File: src/rtl/uart_arb_pkg.sv
// Shared definitions for the UART transmit arbiter: FSM state encoding and timer width.
// Latency: n/a (package only).
// Backpressure: n/a (package only).
package uart_arb_pkg;

    // The GNT encodings double as the one-hot grant vector (bit i = requester i).
    typedef enum logic [1:0] {
        ST_IDLE = 2'b00,
        ST_GNT0 = 2'b01,
        ST_GNT1 = 2'b10
    } arb_state_e;

    // Width of the mid-packet idle counter; TIMEOUT must fit in it.
    localparam int TMR_W = 8;

endpackage

File: src/rtl/uart_arb_timer.sv
// Mid-packet idle counter: counts idle granted cycles and flags when TIMEOUT is reached.
// Latency: expired_o is combinational on the cycle the TIMEOUT-th idle cycle is counted.
// Backpressure: the caller withholds inc_i while the UART FIFO is full, so stalls never count.
module uart_arb_timer #(
    parameter int unsigned TIMEOUT = 255
) (
    input  logic clk,
    input  logic reset,
    input  logic inc_i,
    input  logic clr_i,
    output logic expired_o
);
    import uart_arb_pkg::*;

    localparam logic [TMR_W-1:0] LIMIT_M1 = TMR_W'(TIMEOUT - 1);

    logic [TMR_W-1:0] cnt_q;
    logic [TMR_W-1:0] cnt_d;

    // The cycle that would take the count to TIMEOUT is the expiry cycle.
    assign expired_o = inc_i & (cnt_q == LIMIT_M1);

    // Next count: restart on any transfer, on leaving a grant, or on expiry.
    always_comb begin
        cnt_d = cnt_q;
        if (clr_i || expired_o) begin
            cnt_d = '0;
        end else if (inc_i) begin
            cnt_d = cnt_q + 1'b1;
        end
    end

    // Counter register, cleared asynchronously.
    always_ff @(posedge clk or posedge reset) begin
        if (reset) begin
            cnt_q <= '0;
        end else begin
            cnt_q <= cnt_d;
        end
    end

endmodule

File: src/rtl/uart_tx_arbiter.sv
// Round-robin arbiter giving two byte requesters packet-atomic access to one UART TX FIFO.
// Latency: zero-cycle byte path once granted; one IDLE cycle for arbitration before each packet.
// Backpressure: tx_full drops ready and stalls the grant indefinitely; the optional mid-packet
//               idle timeout (macro UART_TX_ARB_TIMEOUT_EN) revokes a grant whose owner goes quiet.
module uart_tx_arbiter #(
    parameter int unsigned TIMEOUT = 255
) (
    input  logic       clk,
    input  logic       reset,
    input  logic       req0_valid,
    input  logic [7:0] req0_data,
    input  logic       req0_last,
    output logic       req0_ready,
    input  logic       req1_valid,
    input  logic [7:0] req1_data,
    input  logic       req1_last,
    output logic       req1_ready,
    input  logic       tx_full,
    output logic       wr,
    output logic [7:0] w_data,
    output logic [1:0] grant,
    output logic       timeout_err
);
    import uart_arb_pkg::*;

    // TIMEOUT has to be representable in the idle counter and non-zero.
    if (TIMEOUT < 1 || TIMEOUT > ((2 ** TMR_W) - 1)) begin : g_bad_timeout
        $error("uart_tx_arbiter: TIMEOUT out of range");
    end

    arb_state_e state_q;
    logic       rr_last_q;
    logic       timeout_err_q;

    logic       gnt0;
    logic       gnt1;
    logic       xfer0;
    logic       xfer1;
    logic       xfer_last;
    logic       tmr_expired;

    assign gnt0 = (state_q == ST_GNT0);
    assign gnt1 = (state_q == ST_GNT1);

    // Only the owner sees ready, and only while the FIFO has room.
    assign req0_ready = gnt0 & ~tx_full;
    assign req1_ready = gnt1 & ~tx_full;

    assign xfer0     = req0_valid & req0_ready;
    assign xfer1     = req1_valid & req1_ready;
    assign xfer_last = (xfer0 & req0_last) | (xfer1 & req1_last);

    assign wr     = xfer0 | xfer1;
    assign w_data = xfer0 ? req0_data : (xfer1 ? req1_data : 8'h00);
    assign grant  = {gnt1, gnt0};

    assign timeout_err = timeout_err_q;

`ifdef UART_TX_ARB_TIMEOUT_EN
    logic granted_vld;
    logic tmr_inc;
    logic tmr_clr;

    // An idle cycle is one where the owner has nothing to offer and the FIFO could have taken it.
    assign granted_vld = (gnt0 & req0_valid) | (gnt1 & req1_valid);
    assign tmr_inc     = (gnt0 | gnt1) & ~granted_vld & ~tx_full;
    assign tmr_clr     = wr | ~(gnt0 | gnt1);

    uart_arb_timer #(
        .TIMEOUT (TIMEOUT)
    ) u_timer (
        .clk       (clk),
        .reset     (reset),
        .inc_i     (tmr_inc),
        .clr_i     (tmr_clr),
        .expired_o (tmr_expired)
    );
`else
    // Without the timeout the owner keeps the grant until it sends its last byte.
    assign tmr_expired = 1'b0;
`endif

    // Arbitration FSM: pick an owner from IDLE, hold it until last byte (or timeout).
    always_ff @(posedge clk or posedge reset) begin
        if (reset) begin
            state_q       <= ST_IDLE;
            rr_last_q     <= 1'b1;
            timeout_err_q <= 1'b0;
        end else begin
            timeout_err_q <= 1'b0;
            unique case (state_q)
                ST_IDLE: begin
                    // On contention the requester that did not win last time goes first.
                    if (req0_valid && (!req1_valid || rr_last_q)) begin
                        state_q   <= ST_GNT0;
                        rr_last_q <= 1'b0;
                    end else if (req1_valid) begin
                        state_q   <= ST_GNT1;
                        rr_last_q <= 1'b1;
                    end
                end
                ST_GNT0, ST_GNT1: begin
                    if (xfer_last) begin
                        state_q <= ST_IDLE;
                    end else if (tmr_expired) begin
                        state_q       <= ST_IDLE;
                        timeout_err_q <= 1'b1;
                    end
                end
                default: begin
                    state_q <= ST_IDLE;
                end
            endcase
        end
    end

endmodule

File: config.mk
export PLATFORM = sky130hd
export DESIGN_NAME = uart_tx_arbiter
export DESIGN_NICKNAME = d
export VERILOG_FILES = /design/src/rtl/uart_arb_pkg.sv /design/src/rtl/uart_arb_timer.sv /design/src/rtl/uart_tx_arbiter.sv
export SDC_FILE = /design/constraint.sdc
export NUM_CORES = 1
export LEC_CHECK = 0
export BUFFER_PORTS_ARGS = -buffer_cell sky130_fd_sc_hd__buf_2
export CAP_MARGIN = 15
export CORE_AREA = 2 2 39 41
export CTS_CLUSTER_SIZE = 25
export DETAILED_ROUTE_END_ITERATION = 10
export DIE_AREA = 0 0 41 43
export GPL_TIMING_DRIVEN = 0
export HOLD_SLACK_MARGIN = 0.05
export PLACE_DENSITY = 0.77
export SLEW_MARGIN = 40
export SYNTH_ARGS = -nofsm -noshare
export SYNTH_HDL_FRONTEND = slang
export SYNTH_SLANG_ARGS = --single-unit
File: constraint.sdc
create_clock -name clk -period 1.1 [get_ports clk]
set_input_delay 0.055 -clock clk [delete_from_list [all_inputs] [get_ports clk]]
set_output_delay 0.055 -clock clk [all_outputs]
set_load 0.02 [all_outputs]
==> impl_metrics.json, run 1 <==
{
  "run_status": "finished with violations",
  "failed_checks": "setup timing",
  "synth_top_family_by_area": "compound AO/OA/AOI/OAI gates",
  "worstPathArrival_ns": 1.56,
  "antenna_violations_before_repair": 0,
  "numPortBuffers": 35,
  "antenna_cells_inserted": 0,
  "die_h_um": 43,
  "yosys.area_share.simple_pct": 21.4,
  "synth_sequential_area_ratio_pct": 21.7,
  "cellPowerDensity_mw_per_mm2": 1810,
  "synth_fp_nets": 67,
  "crit_path_max_fanout": 8,
  "initial_utilization_pct": 25.4,
  "layout_cell_share_with_drive_strength_beyond_1_pct": 79.8,
  "finalSetupViolations": 16,
  "grt.overflow.total": 0,
  "design_power_total_mw": 1.70,
  "cts.htree.levels": 1,
  "yosys_register_bits": 3,
  "detailedRoute.firstPassIterationCount": 4,
  "grt_setup_unrepaired": "yes",
  "timing.rr.end": "state_q[1]",
  "routed_wirelength_um": 1520,
  "synth_fa_ha_area_share_pct": 10.7,
  "gp_congestion": 0.807,
  "yosysWarningCount": 0,
  "ff_latch_area_um2": 76.3,
  "cp-startpoint": "state_q[0]",
  "yosysUniqueCellTypes": 21,
  "tritoncts_buffers": 3,
  "first_global_vias": 490,
  "multiInputGateArea_um2": 373,
  "worst_setup_hold_path_clk_slew_ns": 0.04,
  "wire_per_inst_um": 13.8,
  "postPlaceCellArea_um2": 654,
  "achievable-frequency_ghz": 0.618,
  "timing.critical_path.slowest_stage_cell": "dfrtp_1",
  "stdcell_area_um2": 941,
  "dieWidth_um": 41,
  "number_of_design_rule_violations_left_by_the_first_detailed_router_iteration": 6,
  "area_growth_pct": 168,
  "met1_length_um": 573,
  "clockBufferDepth": 2,
  "r2r.worst_path.cells": 7,
  "worst_setup_path_start_kind": "flop",
  "layout_commonest_cell": "buf_2",
  "worst_clock_skew_ns": 0.00684,
  "nets": 121,
  "power.leakage_nw": 0.481,
  "critPathRequiredTime_ns": 1.04,
  "synth_mux_area_share_pct": 0,
  "clock_sink_count": 3,
  "maximum_vdd_ir_drop_uv": 823,
  "final-instance-count-excl-fill": 110,
  "synth-compound-area-share_pct": 34.5,
  "fin_worst_hold_slack_ns": 0.116,
  "dpl.hpwl_um": 863,
  "final_min_period_over_clock_period_pct": 147,
  "cts_tree": "yes",
  "grt_pass1_wl_um": 2230,
  "setup.worst_path.end": "w_data[3]",
  "drc": 0,
  "worst-r2r-setup-slack_ns": -0.34,
  "core_area_mm2": 0.00138,
  "timing_worst_setup_path_type": "flop to output port",
  "n_fill_cell": 98,
  "netlist.top_cell.by_area": "a22o_1",
  "synthesis.area_per_instance_um2": 8.58,
  "route.detailed.vias_per_inst": 4.85,
  "slowest_cell_delay_on_critical_path_ns": 0.40,
  "layout.cells.most_common_list": "buf_2 (22), buf_6 (18), buf_4 (9), a22o_4 (8)",
  "utilization_pct": 68.0,
  "end_kind": "output port",
  "synthDominantCellAreaShare_pct": 19.9,
  "layout_min_cycle_time_ns": 1.62,
  "grt_start_max_net_pins": 9,
  "maxSlewViolCount": 0,
  "yosys.area_share.xor_xnor_pct": 0,
  "std_cell_rows": 14,
  "ios": 37,
  "met3_wire_len_um": 59,
  "die_outline_area_mm2": 0.00176,
  "syn_inst": 41,
  "cpLargestDelayFamily": "flip-flops",
  "drt.antenna.violating_nets": 0,
  "route.vias.total": 534,
  "top_layer": "met4",
  "groute.usage.overall_pct": 19.1,
  "number_of_cells_on_the_critical_path": 7,
  "met2_routed_length_um": 841,
  "post_synth_main_area_contributors": "a22o_1 (20%), dfrtp_1 (14%), ha_1 (11%)",
  "finalWorstSetupSlack_ns": -0.518,
  "synth_area_um2": 352,
  "cp_num_buf_inv": 3,
  "numPlacedInstances": 92,
  "critical_path.reg2reg.startpoint": "state_q[1]",
  "final_hold_viol_count": 0,
  "cap_viol_max_count": 0,
  "hp-class": "primary input to flop",
  "clock-root-buffer": "clkbuf_4",
  "timing.critical_path.cells": "inv_2 > ha_4 > nand3b_1 > a21oi_4 > buf_12 > a22o_4 > buf_6",
  "insertion_delay_ns": 0.24
}
timing repair:
item | CTS | global route
setup endpoints to repair | 15 | 16
pin swaps | 10 | 3
gates resized for setup | 32 | 7
hold buffers | 1 | 0
hold endpoints to repair | 3 | 0
setup buffers | 10 | 7
per-layer routing:
metal | up-vias | GRT usage (%)
met5 | - | 0
met4 | 0 | 10.7
met3 | 4 | 3.14
met2 | 21 | 31.9
met1 | 249 | 21.4
li1 | 260 | -
report_power, final:
part	switching (mW)	leakage, nW	internal, mW
Clock	0.0738	0.0150	0.137
Sequential	0.0577	0.0365	0.173
Combinational	0.535	0.429	0.724
Total	0.666	0.481	1.03
area by class of cell:
class                   count  area share (%)
inverters                   4            1.60
well taps                  16            2.13
clock buffers               4            2.79
flip-flops and latches      3            8.11
repair buffers             49            43.0
multi-input cells          31            39.6
plain buffers               3            2.79
per-stage QoR:
step	TNS (ns)	setup slack [ns]
finish	-6.35	-0.518
global route	-7.41	-0.581
CTS	-6.12	-0.490
detailed placement	-3.65	-0.407
global placement	-3.35	-0.381
floorplan	-1.82	-0.197
worst min-delay path by stage:
stage / endpoint / slack [ns] / cells after the start / from
after floorplan: state_q[0] / -0.19 / 1 / reset
after global placement: state_q[1] / -0.08 / 2 / reset
after detailed placement: state_q[0] / -0.08 / 2 / reset
after CTS: rr_last_q / 0.09 / 2 / req0_valid
after global routing: rr_last_q / 0.12 / 3 / req1_valid
final: rr_last_q / 0.12 / 3 / req1_valid
worst register-to-register path: cells and delay by family, from the launching register on:
kind	cells	cell delay, ns
AO/OA/AOI/OAI	2	0.33
adder cells (fa/ha/maj)	1	0.19
buffers and inverters	3	0.27
flip-flops	1	0.40
AND/OR/NAND/NOR	1	0.10
registers in the layout (all words and copies together) (netlist names):
register	flops
state_q	2
rr_last_q	1
synthesized netlist by cell type:
library cell and count:
a22o_1 8, dfrtp_1 2, a21oi_1 1, nand4b_1 2, a31oi_1 2, buf_4 3
nand3b_1 1, a21oi_2 1, inv_1 4, conb_1 1, nor2_2 1, ha_1 3
o211ai_1 1, and2b_2 2, o22ai_1 2, nand3_1 1, and3_1 1, dfstp_2 1
nor3b_1 1, nand2_1 2, o21ai_0 1
cell families after synthesis:
logic type                 Yosys count
AOI/OAI and AO/OA                   16
adders and majority gates            3
buffers and inverters                7
DFF                                  3
other                                1
and+or+nand+nor                     11
No activity file was read; power rests on OpenSTA's default activity.
==> inputs of run 2 (changes only) <==
--- a/config.mk
+++ b/config.mk
@@ -12,8 +12,8 @@
 export DETAILED_ROUTE_END_ITERATION = 10
 export DIE_AREA = 0 0 41 43
 export GPL_TIMING_DRIVEN = 0
-export HOLD_SLACK_MARGIN = 0.05
 export PLACE_DENSITY = 0.77
+export REMOVE_ABC_BUFFERS = 1
 export SLEW_MARGIN = 40
 export SYNTH_ARGS = -nofsm -noshare
 export SYNTH_HDL_FRONTEND = slang
==> impl_metrics.json, run 2 (synthesis gave the netlist of run 1 again) <==
{
  "numPortBuffers": 35,
  "worst_setup_path_start_kind": "flop",
  "total_switching_power_mw": 0.606,
  "routed_wirelength_um": 1510,
  "cts_tree": "yes",
  "tritoncts_buffers": 3,
  "numPlacedInstances": 89,
  "clock-root-buffer": "clkbuf_4",
  "setup_total_negative_slack_ns": -5.83,
  "antenna_cells_inserted": 0,
  "seq_power_share_pct": 14.5,
  "number_of_design_rule_violations_left_by_the_first_detailed_router_iteration": 5,
  "switching_share_pct": 40.3,
  "worst_clock_skew_ns": 0.00470,
  "antenna_violations_before_repair": 0,
  "drt.antenna.violating_nets": 0,
  "die_outline_area_mm2": 0.00176,
  "final_hold_viol_count": 0,
  "groute.usage.overall_pct": 15.0,
  "timing_worst_setup_path_type": "flop to output port",
  "dieWidth_um": 41,
  "maximum_vdd_ir_drop_uv": 936,
  "first_global_vias": 436,
  "largest_register_ffs": 2,
  "initial_utilization_pct": 25.4,
  "cap_viol_max_count": 0,
  "internal_power_mw": 0.899,
  "final-instance-count-excl-fill": 103,
  "power.leakage_nw": 0.386,
  "grt_pass1_wl_um": 1730,
  "dpl.hpwl_um": 805,
  "clock_sink_count": 3,
  "grt_setup_unrepaired": "yes",
  "std_cell_rows": 14,
  "failed_checks": "setup timing",
  "gp_congestion": 0.735,
  "cts.htree.levels": 1,
  "design_power_total_mw": 1.50,
  "area_growth_pct": 122,
  "finalSetupViolations": 16,
  "utilization_pct": 56.5,
  "die_h_um": 43,
  "layout_cell_share_with_drive_strength_beyond_1_pct": 69.0,
  "worstPathArrival_ns": 1.57,
  "finalWorstSetupSlack_ns": -0.521,
  "crit_path_max_fanout": 8,
  "power.share.clock_pct": 13.2,
  "critPathRequiredTime_ns": 1.04,
  "core_area_mm2": 0.00138,
  "layout_top_registers": "state_q: 2 flops, rr_last_q: 1 flops",
  "cellPowerDensity_mw_per_mm2": 1920,
  "route.vias.total": 518,
  "grt.overflow.total": 0,
  "grt_start_max_net_pins": 9,
  "maxSlewViolCount": 0,
  "end_kind": "output port",
  "route.detailed.vias_per_inst": 5.03,
  "detailedRoute.firstPassIterationCount": 4,
  "run_status": "finished with violations",
  "clockBufferDepth": 2,
  "wire_per_inst_um": 14.7,
  "layout.cells.most_common_list": "buf_2 (22), buf_6 (14), a22o_1 (8), buf_4 (8)",
  "layout_min_cycle_time_ns": 1.62,
  "pwr-share-comb_pct": 72.3,
  "hp-class": "primary input to flop",
  "n_fill_cell": 109,
  "final_min_period_over_clock_period_pct": 147,
  "ios": 37,
  "layout_commonest_cell": "buf_2",
  "drc": 0,
  "top_register": "state_q",
  "achievable-frequency_ghz": 0.617,
  "insertion_delay_ns": 0.24,
  "nets": 114,
  "worst_setup_hold_path_clk_slew_ns": 0.04
}
-- run 2: cell types whose count changed in the layout (fill, tap and decap cells not counted), sizes merged --
cell	change
buf	-7
-- run 2: path summary, 6_finish.rpt --
check | start | to | slack (ns) | cells after the start
setup / recovery | state_q[0] | w_data[3] | -0.52 | 5
hold / removal | req0_valid | rr_last_q | 0.13 | 2
setup reg to reg | state_q[0] | state_q[0] | -0.28 | 7
hold reg to reg | rr_last_q | rr_last_q | 0.53 | 2
max in group asynchronous | reset | rr_last_q | 0.66 | 3
min in group asynchronous | reset | state_q[1] | 0.23 | 3
-- run 2: power by group through the flow --
stage	Sequential (mW)	Combinational, mW	Clock (mW)
after floorplan	0.199	0.416	0
after global placement	0.205	0.566	0
after detailed placement	0.208	0.579	0
after CTS	0.219	0.904	0.205
after global routing	0.225	1.15	0.222
final	0.219	1.09	0.198
-- run 2: routing by layer --
metal  up-vias  share of wire [%]  global-route usage, %
met2        36                 53                   30.9
met4         0                  0                   4.00
li1        244                  -                      -
met3         0                 10                   5.24
met5         -                  0                      0
met1       238                 37                   11.0
-- run 2: layout make-up --
cell class	count	area (µm²)	area share (%)
Clock buffer	4	26.3	3.36
Sequential cell	3	76.3	9.76
Inverter	4	15.0	1.92
Tap cell	16	20.0	2.56
Timing Repair Buffer	45	338	43.2
Multi-Input combinational cell	31	307	39.2
-- run 2: per-stage QoR --
stage	hold slack (ns)	cell area [µm²]	setup slack (ns)
after floorplan	-0.192	329	-0.372
after global placement	-0.0738	524	-0.354
after detailed placement	-0.0665	524	-0.403
after CTS	0.109	716	-0.453
after global routing	0.140	782	-0.587
final	0.131	782	-0.521
-- run 2: timing repair --
item                                   4_1_cts  5_1_grt
resized for setup                           30       11
cloned                                       0        0
buffers inserted                             6        4
setup endpoints to repair                   15       15
pin swaps                                    8        9
endpoints found under the hold margin        3        0
hold buffers                                 1        0
-- run 2: critical path, cell delays in order (launching register included) --
cell	delay, ns
dfrtp_1	0.39
buf_4	0.15
ha_4	0.18
a21oi_4	0.26
a22o_1	0.22
buf_6	0.13
